--- config.mk ---
export PLATFORM = sky130hd
export DESIGN_NAME = food_eat_ctrl
export DESIGN_NICKNAME = d
export VERILOG_FILES = /design/src/rtl/food_eat_ctrl_pkg.sv /design/src/rtl/food_eat_ctrl_rr_arbiter.sv /design/src/rtl/food_eat_ctrl.sv
export SDC_FILE = /design/constraint.sdc
export NUM_CORES = 1
export LEC_CHECK = 0
export CAP_MARGIN = 10
export CELL_PAD_IN_SITES_DETAIL_PLACEMENT = 0
export CELL_PAD_IN_SITES_GLOBAL_PLACEMENT = 1
export CORE_MARGIN = 4
export CORE_UTILIZATION = 35
export CTS_CLUSTER_DIAMETER = 30
export DETAILED_ROUTE_END_ITERATION = 16
export PLACE_DENSITY = 0.93
export SYNTH_ARGS = -nofsm -noshare
export SYNTH_HDL_FRONTEND = slang
export SYNTH_HIERARCHICAL = 1
export SYNTH_SLANG_ARGS = --single-unit
--- constraint.sdc ---
create_clock -name clk -period 2.8 [get_ports clk]
set_input_delay 0.28 -clock clk [delete_from_list [all_inputs] [get_ports clk]]
set_output_delay 0.28 -clock clk [all_outputs]
set_load 0.03 [all_outputs]
--- src/rtl/food_eat_ctrl_pkg.sv ---
// Shared game definitions: food map geometry and the eat-controller FSM encoding.
// The display-to-map-index logic uses the same geometry constants.
package food_eat_ctrl_pkg;

    localparam int GAME_MAP_W = 80;
    localparam int GAME_MAP_H = 60;
    localparam int GAME_X_W   = 7;
    localparam int GAME_Y_W   = 6;

    typedef enum logic [2:0] {
        ST_IDLE = 3'd0,
        ST_RD   = 3'd1,
        ST_WT   = 3'd2,
        ST_CHK  = 3'd3,
        ST_WR   = 3'd4
    } eat_state_e;

endpackage

--- src/rtl/food_eat_ctrl_rr_arbiter.sv ---
// N-way round-robin arbiter with one-hot grant; the pointer moves to the
// granted channel only when the grant is accepted.
module rr_arbiter #(
    parameter  int N  = 2,
    localparam int IW = (N > 1) ? $clog2(N) : 1
) (
    input  logic         clk,
    input  logic         rst_n,
    input  logic [N-1:0] req_i,
    input  logic         accept_i,
    output logic [N-1:0] grant_o
);

    logic [IW-1:0] last_q;
    logic [IW-1:0] grant_idx;
    logic          found;

    // Two passes: channels above the last winner first, then wrap around.
    always_comb begin
        grant_o   = '0;
        grant_idx = last_q;
        found     = 1'b0;
        for (int j = 0; j < N; j++) begin
            if (!found && req_i[j] && (j > int'(last_q))) begin
                found      = 1'b1;
                grant_o[j] = 1'b1;
                grant_idx  = IW'(j);
            end
        end
        for (int j = 0; j < N; j++) begin
            if (!found && req_i[j] && (j <= int'(last_q))) begin
                found      = 1'b1;
                grant_o[j] = 1'b1;
                grant_idx  = IW'(j);
            end
        end
    end

    always_ff @(posedge clk or negedge rst_n) begin
        if (!rst_n) begin
            last_q <= IW'(N - 1);
        end else if (accept_i && found) begin
            last_q <= grant_idx;
        end
    end

endmodule

--- src/rtl/food_eat_ctrl.sv ---
// Food eat controller: arbitrates eater channels and performs one read-modify-write
// per eat on the single-port food RAM, tracking score, remaining food and level clear.
module food_eat_ctrl
    import food_eat_ctrl_pkg::*;
#(
    parameter int MAP_W   = GAME_MAP_W,
    parameter int MAP_H   = GAME_MAP_H,
    parameter int X_W     = GAME_X_W,
    parameter int Y_W     = GAME_Y_W,
    parameter int N_EAT   = 2,
    parameter int SCORE_W = 16
) (
    input  logic                   clk,
    input  logic                   rst_n,
    input  logic [N_EAT-1:0]       eat_req,
    input  logic [N_EAT*X_W-1:0]   eat_x,
    input  logic [N_EAT*Y_W-1:0]   eat_y,
    output logic [N_EAT-1:0]       eat_ack,
    output logic                   mem_en,
    output logic                   mem_we,
    output logic [Y_W-1:0]         mem_addr,
    output logic [MAP_W-1:0]       mem_wdata,
    input  logic [MAP_W-1:0]       mem_rdata,
    input  logic                   load_total,
    input  logic [SCORE_W-1:0]     food_total,
    input  logic                   score_clr,
    output logic [SCORE_W-1:0]     score,
    output logic [SCORE_W-1:0]     food_left,
    output logic                   food_eaten,
    output logic [N_EAT-1:0]       eaten_ch,
    output logic                   level_clear,
    output logic                   busy,
    output logic [2:0]             dbg_state
);

    eat_state_e         state_q, state_d;
    logic [N_EAT-1:0]   ch_q, ch_d;
    logic [X_W-1:0]     x_q, x_d;
    logic [Y_W-1:0]     y_q, y_d;
    logic [MAP_W-1:0]   row_q, row_d;
    logic               oor_q, oor_d;
    logic               dwell_q, dwell_d;
    logic [SCORE_W-1:0] score_q, food_left_q;
    logic               zero_hit_q, level_clear_q;

    logic [N_EAT-1:0]   grant;
    logic               accept;
    logic [X_W-1:0]     sel_x;
    logic [Y_W-1:0]     sel_y;
    logic               sel_oor;
    logic               eat_fire;

    assign accept = (state_q == ST_IDLE) && (|eat_req) && !load_total;

    rr_arbiter #(.N(N_EAT)) u_arb (
        .clk      (clk),
        .rst_n    (rst_n),
        .req_i    (eat_req),
        .accept_i (accept),
        .grant_o  (grant)
    );

    always_comb begin
        sel_x = '0;
        sel_y = '0;
        for (int c = 0; c < N_EAT; c++) begin
            if (grant[c]) begin
                sel_x = eat_x[c*X_W +: X_W];
                sel_y = eat_y[c*Y_W +: Y_W];
            end
        end
        sel_oor = (int'(sel_x) >= MAP_W) || (int'(sel_y) >= MAP_H);
    end

    always_comb begin
        state_d   = state_q;
        ch_d      = ch_q;
        x_d       = x_q;
        y_d       = y_q;
        row_d     = row_q;
        oor_d     = oor_q;
        dwell_d   = dwell_q;
        mem_en    = 1'b0;
        mem_we    = 1'b0;
        mem_addr  = '0;
        mem_wdata = '0;
        eat_ack   = '0;
        eat_fire  = 1'b0;
        case (state_q)
            ST_IDLE: begin
                if (accept) begin
                    ch_d    = grant;
                    x_d     = sel_x;
                    y_d     = sel_y;
                    oor_d   = sel_oor;
                    dwell_d = 1'b0;
                    state_d = sel_oor ? ST_CHK : ST_RD;
                end
            end
            ST_RD: begin
                mem_en   = 1'b1;
                mem_addr = y_q;
                state_d  = ST_WT;
            end
            ST_WT: state_d = ST_CHK;
            ST_CHK: begin
                // Out-of-range ops sit in CHK for two cycles so their ack lands 2 cycles after grant.
                if (oor_q) begin
                    if (!dwell_q) begin
                        dwell_d = 1'b1;
                    end else begin
                        eat_ack = ch_q;
                        state_d = ST_IDLE;
                    end
                end else begin
                    row_d = mem_rdata;
                    if (mem_rdata[x_q]) begin
                        state_d = ST_WR;
                    end else begin
                        eat_ack = ch_q;
                        state_d = ST_IDLE;
                    end
                end
            end
            ST_WR: begin
                mem_en    = 1'b1;
                mem_we    = 1'b1;
                mem_addr  = y_q;
                mem_wdata = row_q & ~(MAP_W'(1) << x_q);
                eat_ack   = ch_q;
                eat_fire  = 1'b1;
                state_d   = ST_IDLE;
            end
            default: state_d = ST_IDLE;
        endcase
    end

    always_ff @(posedge clk or negedge rst_n) begin
        if (!rst_n) begin
            state_q <= ST_IDLE;
            ch_q    <= '0;
            x_q     <= '0;
            y_q     <= '0;
            row_q   <= '0;
            oor_q   <= 1'b0;
            dwell_q <= 1'b0;
        end else begin
            state_q <= state_d;
            ch_q    <= ch_d;
            x_q     <= x_d;
            y_q     <= y_d;
            row_q   <= row_d;
            oor_q   <= oor_d;
            dwell_q <= dwell_d;
        end
    end

    // level_clear follows one cycle after food_left reaches zero by a decrement.
    always_ff @(posedge clk or negedge rst_n) begin
        if (!rst_n) begin
            score_q       <= '0;
            food_left_q   <= '0;
            zero_hit_q    <= 1'b0;
            level_clear_q <= 1'b0;
        end else begin
            if (score_clr) begin
                score_q <= '0;
            end else if (eat_fire && (score_q != '1)) begin
                score_q <= score_q + SCORE_W'(1);
            end
            if (load_total && (state_q == ST_IDLE)) begin
                food_left_q   <= food_total;
                zero_hit_q    <= 1'b0;
                level_clear_q <= 1'b0;
            end else begin
                zero_hit_q <= eat_fire && (food_left_q == SCORE_W'(1));
                if (eat_fire && (food_left_q != '0)) begin
                    food_left_q <= food_left_q - SCORE_W'(1);
                end
                if (zero_hit_q) begin
                    level_clear_q <= 1'b1;
                end
            end
        end
    end

    assign score       = score_q;
    assign food_left   = food_left_q;
    assign level_clear = level_clear_q;
    assign food_eaten  = eat_fire;
    assign eaten_ch    = eat_fire ? ch_q : '0;
    assign busy        = (state_q != ST_IDLE);
    assign dbg_state   = state_q;

endmodule

Word level (Yosys, flattened, before mapping)
Cells that the tools add are included.
Cells by class
  $lt $le $gt $ge: 5
  equality and inequality tests: 9
  add/sub/neg operators: 2
  muxes and demuxes: 39
  bitwise logic cells: 3
  shifts and indexed selects: 1
  reductions and logical operators: 30
Operator list (count)
  80-bit AND: 1
  80-bit 2-to-1 mux: 1
  80-bit NOT: 1
  1-bit by 7-bit << shifter with 80-bit output, first input constant: 1
  16-bit 2-to-1 mux: 4
  6-bit 2-to-1 mux: 3
  16-bit by 1-bit adder with 16-bit output, second input constant: 1
  16-bit by 1-bit == test with 1-bit output, second input constant: 1
  1-bit 2-to-1 mux: 16
  16-bit != test, second input constant: 1
  16-bit nonzero test: 1
  16-bit by 1-bit subtractor with 16-bit output, second input constant: 1
  7-bit 2-to-1 mux: 2
  3-bit 2-to-1 mux: 4
  3-bit case mux with 4 select lines: 1
  1-bit logical AND: 11
  2-bit 2-to-1 mux: 5
  7-bit by 8-bit less-than comparator with 1-bit output, second input constant: 1
  2-bit AND reduction: 4
  2-bit nonzero test: 4
  1-bit binary-select mux with 7-bit select: 1
  7-bit greater-or-equal comparator, second input constant: 1
  3-bit by 2-bit == test with 1-bit output, second input constant: 2
  6-bit greater-or-equal comparator, second input constant: 1
  other kinds (16): 20
Word-level totals
  output and inout bits: 130
  bits of input ports: 128
  word-level logic and storage cells: 101
  bits in registers: 135

Depth between registers and ports, before layout
Gate-level depths: netlist of the first run.
  word-level depth: 16
  mapped depth: 9

By module
The synthesis of the first run kept the hierarchy.
Modules (own cells, without submodules)
  food_eat_ctrl: instances 1, cells each 778, area an instance 7581.0 µm²
  rr_arbiter: instances 1, cells each 6, area an instance 56.3 µm²

Worst setup path after synthesis of the first run
OpenSTA, ideal clock, no wires.
  kind: reg2out
  start point: register state_q[0] (netlist: dbg_state[0])
  end point: output mem_wdata[70]
  stages on the path, launching flop included: 9
  data arrival time: 2.506 ns
  required time: 2.520 ns
  buffers on the path: 4
  path slack: 0.014 ns
  cells stage by stage: dfrtp_1 buf_2 or3b_1 buf_2 clkinv_2 buf_2 buf_1 nand2_1 a21oi_1
Between the ends
  word-level cells in the longest chain between the ends: 2
Ends and longest elaborated chain
  start: declaration: RTL line food_eat_ctrl.sv:36  | eat_state_e state_q, state_d;
  start signal: assignment: RTL line food_eat_ctrl.sv:148  | state_q <= state_d;
  3-bit == test: RTL line food_eat_ctrl.sv:89  | case (state_q)
  80-bit 2-to-1 mux: RTL line food_eat_ctrl.sv:89
  end: declaration: RTL line food_eat_ctrl.sv:22  | output logic [MAP_W-1:0] mem_wdata,
Every way passes these cells.

Final worst setup path of the first run
  start point: register x_q[1]
  end point: output eat_ack[1]
Between the ends
  word-level cells in the longest chain between the ends: 5
Ends and longest elaborated chain
  start: declaration: RTL line food_eat_ctrl.sv:38  | logic [X_W-1:0] x_q, x_d;
  start signal: assignment: RTL line food_eat_ctrl.sv:142  | x_q <= '0;
  start signal: assignment: RTL line food_eat_ctrl.sv:150  | x_q <= x_d;
  1-bit binary-select mux with 7-bit select: RTL line food_eat_ctrl.sv:117  | if (mem_rdata[x_q]) begin
  1-bit 2-to-1 mux (implied by the code): RTL line food_eat_ctrl.sv:117
  2-bit 2-to-1 mux: RTL line food_eat_ctrl.sv:117
  2-bit 2-to-1 mux: RTL line food_eat_ctrl.sv:108  | if (oor_q) begin
  2-bit case mux with 2 select lines: RTL line food_eat_ctrl.sv:89
  end: declaration: RTL line food_eat_ctrl.sv:18  | output logic [N_EAT-1:0] eat_ack,
Every way passes these cells. The select of a mux whose other input is x is not followed.

==> results.md, run 1 <==
Floorplan:
- Measured along the x axis, the die boundary spans 156 µm.
- The core outline area is 21200 µm².
- The die area is 24200 µm².
- The initial utilization of the core area, before any placement, comes to 36.0%.
- During I/O placement, the number of pins put on the boundary was 258.
- The count of standard-cell rows is 53.
- From bottom edge to top edge, the die measures 156 µm.

Worst setup path:
- The critical path is of the register to output pin type.
- The required time of the critical path is 2.52 ns.
- The data arrival time of the critical path is 2.62 ns.
- The worst setup path is launched from a register.
- The critical path capture point type is an output pin.
- Of all nets on the critical path, the largest fanout is 18.

Routing:
- The detailed router finished its first iteration with 548 violations.
- The first-pass iteration count of the detailed router is 5.
- The total DRC errors in the routed layout is 0.
- The total wire length is 27800 µm.
- The detail route stage leaves a number of antenna-violating nets equal to 0.
- The ratio of routed vias to standard cells is 5.46.
- The routed length per placed instance is 20.7 µm.
- The total via count in the routed design is 7339.

Synth:
- After synthesis, the netlist uses 59 different library cells.
- The netlist area before placement is 7640 µm².
- Summing the areas of all xor and xnor instances in the mapped netlist gives 2.18% of the synthesized area.
- The compound-cell area share of the yosys netlist is 13.8%.
- In the synthesized netlist the dominant register cell turns out to be dfrtp_1.
- By area, the combinational part of the netlist is dominated by multiplexers.
- The Yosys step of the flow raised 6 warnings.
- The async set or reset register ratio after synthesis is 100%.
- The area share of and/or/nand/nor cells after synthesis is 15.8%.
- The proportion of synthesized chip area in sequential cells is 44.2%.
- Multiplexer cells account for 19.6% of the synthesized area.
- The synthesized design contains 0 enable-type register cells.
- Counting flops and latches in the post-synthesis netlist gives 135.
- Synthesis produced a netlist with a net count of 916.
- The average cell area after synthesis is 9.74 µm².
- The synthesized netlist cell count is 784.
- Summing the areas of all fa, ha and maj instances in the mapped netlist gives 0.655% of the synthesized area.

Clocking:
- The clock-pin slew on the worst setup and hold paths is 0.06 ns.
- Counting along the longest clock path gives a buffer depth of 2.
- The H-tree generated during clock tree synthesis spans 4 levels.
- Clock tree synthesis inserted a total of 17 buffers.
- Counting every sink on the clock net gives 135.
- The TritonCTS clock tree is yes.
- For the worst-skew pair, the clock arrives at the later sink with an insertion delay of 0.42 ns.
- The clock root buffer is clkbuf_16.

Power and ir drop:
- Of the total power, the share spent switching nets is 38.6%.
- The static leakage power is 5.52 nW.
- The clock network burns 21.9% of the power.
- The switching power total is 4.32 mW.
- The power per unit of standard cell area is 963 nW/µm².
- The worst-case IR drop observed on VDD is 508 µV.
- The design internal power is 6.88 mW.
- Combinational logic is responsible for 47.1% of the overall power.
- The sequential group share of total power is 31.0%.

Cells and area:
- The final core area utilization is 54.8%.
- Counting the fill cells in the layout gives 1893.
- The flip-flop and latch area is 3380 µm².
- The growth of design area from synthesis to finish is 52.2%.
- The post-layout net count is 1188.
- In the final layout, the share of cells above drive strength 1 is 22.5%.
- The area of combinational cells with multiple inputs is 4050 µm².
- Leaving out fill and tap cells, the most frequent cell in the layout is clkdlybuf4s50_1.
- Leaving out fill and tap cells, the most frequent cells in the layout are clkdlybuf4s50_1, dfrtp_1, nand2_1, a21oi_1, mux2_2.

Timing:
- Once routing completed, OpenROAD measured the worst setup slack at -0.102 ns.
- For the finished layout, the period the worst path requires is 2.90 ns.
- The clock arrives with 0.0105 ns of skew.
- The final number of max-transition violations is 0.
- Adding up every negative setup slack in the final design gives -0.199 ns.
- The share of the clock period used by the worst path is 104%.
- Setup repair after global routing could not meet its margin everywhere.
- Setup violations remaining at the end of the flow were counted as 2.
- The worst-case hold slack is 0.399 ns.
- The worst-case headroom to the max-slew limit is 55.1%.
- The number of endpoints with negative hold slack in the final report is 0.
- Derived from the worst setup path, the maximum achievable clock frequency is 345 MHz.
- For the pin with the worst max-slew slack, the measured transition is 0.671 ns.

Place:
- Detailed placement ended at an HPWL of 20500 µm.
- The count of input and output buffers is 257.
- The final weighted congestion in routability-driven placement is 0.888.

Status:
- The flow ran to the end, but the final reports show violations.
- The checks that failed: negative setup slack.

Global route:
- The first global-routing pass estimated 42000 µm of wire.
- The initial antenna violation count is 4.
- For this run, the total global-route usage over all layers was measured as 22.4%.
- The largest net degree at the start of global routing is 60.
- The via count of the first global-routing pass is 7240.
- The total congestion overflow after global routing is 0.

Flow run:
- Max-cap violations in this run came to 0.

Min path:
- The worst hold path belongs to the class input pin to async pin.
metrics by stage:
stage,setup WS (ns),area [µm²],std cells,total power [mW]
2_1_floorplan,0.0144,7640,784,6.58
3_3_place_gp,0.191,10700,1309,8.47
3_5_place_dp,0.130,10700,1309,8.56
4_1_cts,-0.129,11500,1343,11.2
5_1_grt,-0.164,11600,1345,11.8
6_report,-0.102,11600,1345,11.2
critical path: stages (launching register included):
cell and delay [ns]:
dfrtp_2 0.44, buf_12 0.18, mux2i_1 0.15, mux4_2 0.49, a32o_2 0.30, nor4_2 0.21, buf_4 0.18, a21oi_1 0.07
buf_4 0.17
cells in the mapped netlist (6+ instances only):
cell type	number	share of area, %
dfrtp_1	134	44
nand2_1	112	5.5
a21oi_1	105	6.9
mux2_2	91	13
nor2_1	53	2.6
clkbuf_1	37	1.8
mux2i_1	20	2.6
o21ai_0	18	1.2
nor3_1	15	0.98
xnor2_1	14	1.6
a22oi_1	13	1.3
mux4_2	12	3.5
a31oi_1	11	0.90
and2_1	11	0.90
nand3_1	11	0.72
buf_2	9	0.59
inv_1	9	0.44
buf_1	7	0.34
nand4_1	7	0.57
nand2b_1	6	0.49
per-layer routing:
layer | GRT usage, % | share of wire [%] | vias up
met3 | 7.74 | 9.8 | 56
met5 | 0 | 0.15 | -
met4 | 7.38 | 2.8 | 6
met2 | 36.7 | 48 | 328
met1 | 27.8 | 39 | 3583
li1 | - | - | 3366
path summary, 6_finish.rpt:
path | startpoint | endpoint | slack, ns | depth (start not counted)
worst max register to register | dbg_state[1] | food_left[7] | 0.51 | 7
max in group asynchronous | rst_n | row_q[62] | 1.63 | 3
worst min-delay path | rst_n | row_q[18] | 0.40 | 2
min in group clk | food_total[7] | food_left[7] | 0.40 | 3
worst max-delay path | x_q[1] | eat_ack[1] | -0.10 | 8
worst min register to register | zero_hit_q | level_clear | 0.47 | 2
state kept, by name, summed over array words and instances, names as in the netlist:
name          flops
zero_hit_q        1
dbg_state         3
score            16
dwell_q           1
ch_q              2
level_clear       1
row_q            80
food_left        16
y_q               6
oor_q             1
u_arb/last_q      1
x_q               7
cell type report:
cell class	instances	share of cell area (%)
antenna	1	0.0215
clock buffer	17	3.66
clock inverter	15	1.85
inverter	10	0.334
multi-input combinational	582	34.9
sequential	135	29.1
tap	275	2.96
timing repair buffer	310	27.2
cell families (layout without fill, tap and decap cells):
| group | after synthesis | after routing |
|---|---|---|
| AO/OA/AOI/OAI | 180 | 180 |
| XOR/XNOR | 19 | 19 |
| adder cells (fa/ha/maj) | 4 | 4 |
| buffers and inverters | 67 | 352 |
| flip-flops | 135 | 135 |
| multiplexers | 123 | 123 |
| other | 0 | 1 |
| AND/OR/NAND/NOR | 256 | 256 |
power groups by stage:
stage | registers [mW] | clock network [mW] | logic (mW)
finish | 3.47 | 2.45 | 5.28
global route | 3.57 | 2.58 | 5.62
CTS | 3.45 | 2.49 | 5.25
detailed placement | 3.46 | 0 | 5.10
global placement | 3.43 | 0 | 5.04
floorplan | 3.55 | 0 | 3.03
timing repair:
item                                    in CTS  in global routing
buffers inserted                             0                  1
gates cloned                                 1                  0
hold endpoints to repair                    53                  0
pin swaps                                    0                  0
endpoints found under the setup margin      18                 52
hold buffers                                 1                  0
resized for setup                           12                 53
Note: power is estimated with default switching activity, not from simulation.
==> inputs of run 2 (changes only) <==
Settings changed: ABC_CLOCK_PERIOD_IN_PS set to 2800.
==> results of run 2 <==
Same layout as run 1: the final DEF is identical, and so are final timing and power.
==> inputs of run 3 (changes only) <==
Settings changed: CORE_UTILIZATION 35 to 34, CTS_CLUSTER_DIAMETER 30 to 40, PLACE_DENSITY 0.93 to 0.91, SYNTH_HIERARCHICAL 1 to unset.
==> run 3 against run 2 <==
  * The flow still finishes with violations (negative setup slack)
  * Critical endpoint unchanged
  * Combinational power down 0.8%
  * Highest routed layer is now met4
  * Cell area down 1.8%
  * Critical path depth up 1
  * Largest power group unchanged
  * Hold slack worse by 0.0044 ns
  * Largest cell class unchanged
  * Global-route usage down 0.29 points
==> results.md, run 3 <==
Synth:
- The average cell area after synthesis is 9.94 µm² (+2.1%).
- The share of Yosys cell area claimed by the top area cell type is 44.7% (+0.75 points).
- By area the synthesized netlist is led by dfrtp_1, mux2_2, a21oi_1.
- The synthesized net count is 886 (-3.3%).
- The proportion of synthesized chip area in sequential cells is 45.0% (+0.76 points).
- The netlist area before placement was 7510 µm² (-1.7%).
- By count the netlist is led by dfrtp_1, nand2_1, a21oi_1, mux2_2, nor2_1.
- The number of enable flip-flop cells after synthesis came to 0 (unchanged).
- The async set or reset register ratio after synthesis is 100% (unchanged).
- The yosys synthesis warning count is 0 (-6).
- The cell taking the most area after synthesis is dfrtp_1.
- The leading register cell type out of synthesis is dfrtp_1.
- The cell with the most instances after synthesis is dfrtp_1.
- The synthesized netlist cell count is 755 (-3.7%).
- The total of flip-flops plus latches after synthesis is 135 (unchanged).
- The count of cell types in the netlist is 56 (-5.1%).

Timing:
- The share of the clock period used by the worst path is 108% (+4.1 points).
- The achievable frequency came to 331 MHz (-3.8%).
- The shortest clock period the worst path allows after layout is 3.02 ns (+0.115 ns).
- The number of endpoints with negative hold slack in the final report is 0 (unchanged).
- The actual slew at the worst max-slew pin is 0.642 ns (-0.0295 ns).
- The largest clock skew in the final design came to 0.0114 ns (+0.000854 ns).
- The final number of setup-violating endpoints came to 2 (unchanged).
- The worst-case headroom to the max-slew limit is 57.1% (+2.0 points).
- The slack of the critical path came to -0.217 ns (-0.115 ns).
- Setup repair after global routing could not meet its margin everywhere.
- The final number of max-transition violations is 0 (unchanged).
- The final sum of negative setup slack is -0.431 ns (-0.232 ns).

Clocking:
- TritonCTS built the clock tree.
- The clock buffer count from CTS is 17 (unchanged).
- The count of H-tree levels built during CTS came to 4 (unchanged).
- The tree is rooted in a clkbuf_16.
- The maximum buffer depth of the clock tree is 2 (unchanged).
- The TritonCTS sink count is 135 (unchanged).
- The clock-pin slew on the worst setup and hold paths came to 0.06 ns (about the same).
- The insertion delay of the later-clocked pin in the worst-skew pair came to 0.43 ns (about the same).

Cells and area:
- The final core area utilization is 52.4% (-2.3 points).
- The growth of design area from synthesis to finish is 52.0%.
- The post-layout net count came to 1165 (-1.9%).
- The most frequent standard cell in the layout excluding fill and tap cells is clkdlybuf4s50_1.
- The number of flip-flops in the largest register is 80 (unchanged).
- In the layout the commonest cells are clkdlybuf4s50_1, dfrtp_1, nand2_1, buf_4, a21oi_1.
- Ranked by flip-flop count, first place goes to row_q.
- The share of final-layout standard cells stronger than drive strength 1 came to 26.4% (+3.8 points).

Power and ir drop:
- The clock share of power is 22.2% (+0.3 points).
- The fraction of power consumed by combinational cells is 46.6% (-0.5 points).
- The power per unit of standard cell area is 986 nW/µm² (+2.3%).
- The static leakage power is 4.80 nW (-13%).
- The overall power of the completed layout is 11.2 mW (+0.46%).
- The switching power as a share of total power is 38.2% (-0.41 points).
- The design internal power is 6.96 mW (+1.1%).
- The switching power total came to 4.29 mW (-0.60%).
- The sequential group share of total power is 31.2% (+0.2 points).
- The highest ir drop seen on vdd was 462 µV (-9.0%).

Worst setup path:
- The cell family with the largest share of critical-path delay is multiplexers.
- The required time of the critical path was 2.52 ns (about the same).
- The worst setup path is captured at an output pin.
- The slowest cell on the critical path is mux4_2.
- The launching element of the worst setup path is x_q[0].
- The kind of critical path is register to output pin.
- The total number of cells along the worst setup path was 9 (+1).
- The largest fanout of any net on the critical path came to 14 (-4).
- In this run the critical register-to-register path is captured at score[9].
- The startpoint identified for the worst register-to-register timing path is dbg_state[1].
- The maximum cell stage delay along the critical path came to 0.51 ns (+0.02 ns).
- The critical path launch point type is a register.
- The end point of the critical path is eat_ack[1].
- The data arrival time of the critical path is 2.74 ns (+0.12 ns).
- Walking the worst path, the cells encountered are buf_12 > mux2i_1 > mux4_2 > a22oi_2 > o41ai_4 > nor4b_4 > buf_4 > nor2_2 > buf_12.
- The most repeated library cell on the critical path is buf_12.
- The buffering stage count on the worst path with inverters included came to 3 (unchanged).
- The slack of the worst reg-to-reg path was 0.42 ns (-0.09 ns).
- The depth of the worst register-to-register path is 7 (unchanged).

Floorplan:
- The die area is 24500 µm² (+1.1%).
- The core outline area is 21800 µm² (+2.5%).
- The die outline height is 157 µm (+0.57%).
- The effective utilization at floorplan came to 34.5% (-1.5 points).
- The count of standard-cell rows came to 54 (+1.9%).
- The top-level port count is 258 (unchanged).
- The width of the die was 157 µm (+0.57%).

Routing:
- The ratio of routed vias to standard cells is 5.31 (-2.6%).
- The first-pass iteration count of the detailed router came to 5 (unchanged).
- The total wire length is 27600 µm (-0.99%).
- The number of violations reported at the end of detailed-routing iteration 0 is 579 (+5.7%).
- The total via count in the routed design is 7049 (-4.0%).
- The routed length per placed instance is 20.8 µm (+0.36%).
- The post-route antenna net violation count is 0 (unchanged).
- The total DRC errors in the routed layout was 0 (unchanged).

Place:
- The worst slack after detailed placement is -0.153 ns (-0.283 ns).
- The half-perimeter wire length after placement is 20900 µm (+1.7%).
- The final weighted congestion in routability-driven placement was 0.940 (+5.9%).
- The count of input and output buffers was 257 (unchanged).

Global route:
- The via count of the first global-routing pass is 7068 (-2.4%).
- The total congestion overflow after global routing was 0 (unchanged).
- The first-pass GRT wire length is 41700 µm (-0.59%).
- The largest net degree at the start of global routing is 50 (-17%).
- The initial antenna violation count came to 1 (-3).
- The global router's overall resource usage is 22.1% (-0.29 points).

Flow run:
- The count of maximum capacitance violations is 0 (unchanged).

Status:
- The checks that failed: negative setup slack.
- The flow ran to the end, but the final reports show violations.

Min path:
- The worst hold-check path type is input pin to async pin.
==> run 3: repair_timing <==
action / in CTS / in global routing
hold buffers: 1 / 0
endpoints found under the setup margin: 6 / 10
setup buffers: 1 / 2
pin swaps: 3 / 3
endpoints found under the hold margin: 45 / 0
resized for setup: 15 / 10
==> run 3: cell type report <==
type,count,area [µm²]
Multi-Input combinational cell,563,3950
Tap cell,280,350
Timing Repair Buffer,309,3050
Clock buffer,17,425
Inverter,8,30.0
Antenna cell,1,2.50
Clock inverter,14,220
Fill cell,1927,10300
Sequential cell,135,3380
==> run 3: logic make-up (layout without fill, tap and decap cells) <==
kind of cell             count (synthesis)  in the layout  share of synthesized area (%)
AND/OR/NAND/NOR                        248            248                           14.9
multiplexers                           122            122                           20.5
buffers and inverters                   57            348                           3.47
other                                    0              1                              0
flip-flops                             135            135                           45.0
AO/OA/AOI/OAI                          161            161                           12.2
XOR/XNOR                                29             29                           3.38
adder cells (fa/ha/maj)                  3              3                          0.500
==> run 3: worst min path at each step <==
stage	endpoint	slack (ns)	cells past startpoint	start
2_1_floorplan	ch_q[0]	-0.02	0	rst_n
3_3_place_gp	row_q[23]	0.26	1	rst_n
3_5_place_dp	row_q[20]	0.25	1	rst_n
4_1_cts	row_q[20]	0.36	2	rst_n
5_1_grt	food_left[0]	0.41	3	food_total[0]
6_report	row_q[42]	0.39	2	rst_n
==> run 3: power groups by stage <==
| stage | sequential (mW) | clock (mW) | combinational [mW] |
|---|---|---|---|
| 3_5_place_dp | 3.51 | 0 | 5.04 |
| 6_report | 3.51 | 2.50 | 5.24 |
| 2_1_floorplan | 3.55 | 0 | 2.94 |
| 5_1_grt | 3.61 | 2.63 | 5.59 |
| 3_3_place_gp | 3.47 | 0 | 4.96 |
| 4_1_cts | 3.49 | 2.55 | 5.16 |
==> run 3: metal layers <==
layer | up-vias | wire [µm] | track usage (%)
met1 | 3428 | 11600 | 31.0
met3 | 51 | 2470 | 6.36
li1 | 3250 | - | -
met5 | - | 0 | 0
met2 | 320 | 12700 | 32.7
met4 | 0 | 829 | 7.69
==> run 3: per-stage QoR <==
stage / instances / hold slack (ns) / instance area [µm²]
after floorplan: 755 / -0.0156 / 7510
after global routing: 1327 / 0.414 / 11400
after CTS: 1324 / 0.361 / 11400
final: 1327 / 0.395 / 11400
after global placement: 1291 / 0.258 / 10700
after detailed placement: 1291 / 0.254 / 10700
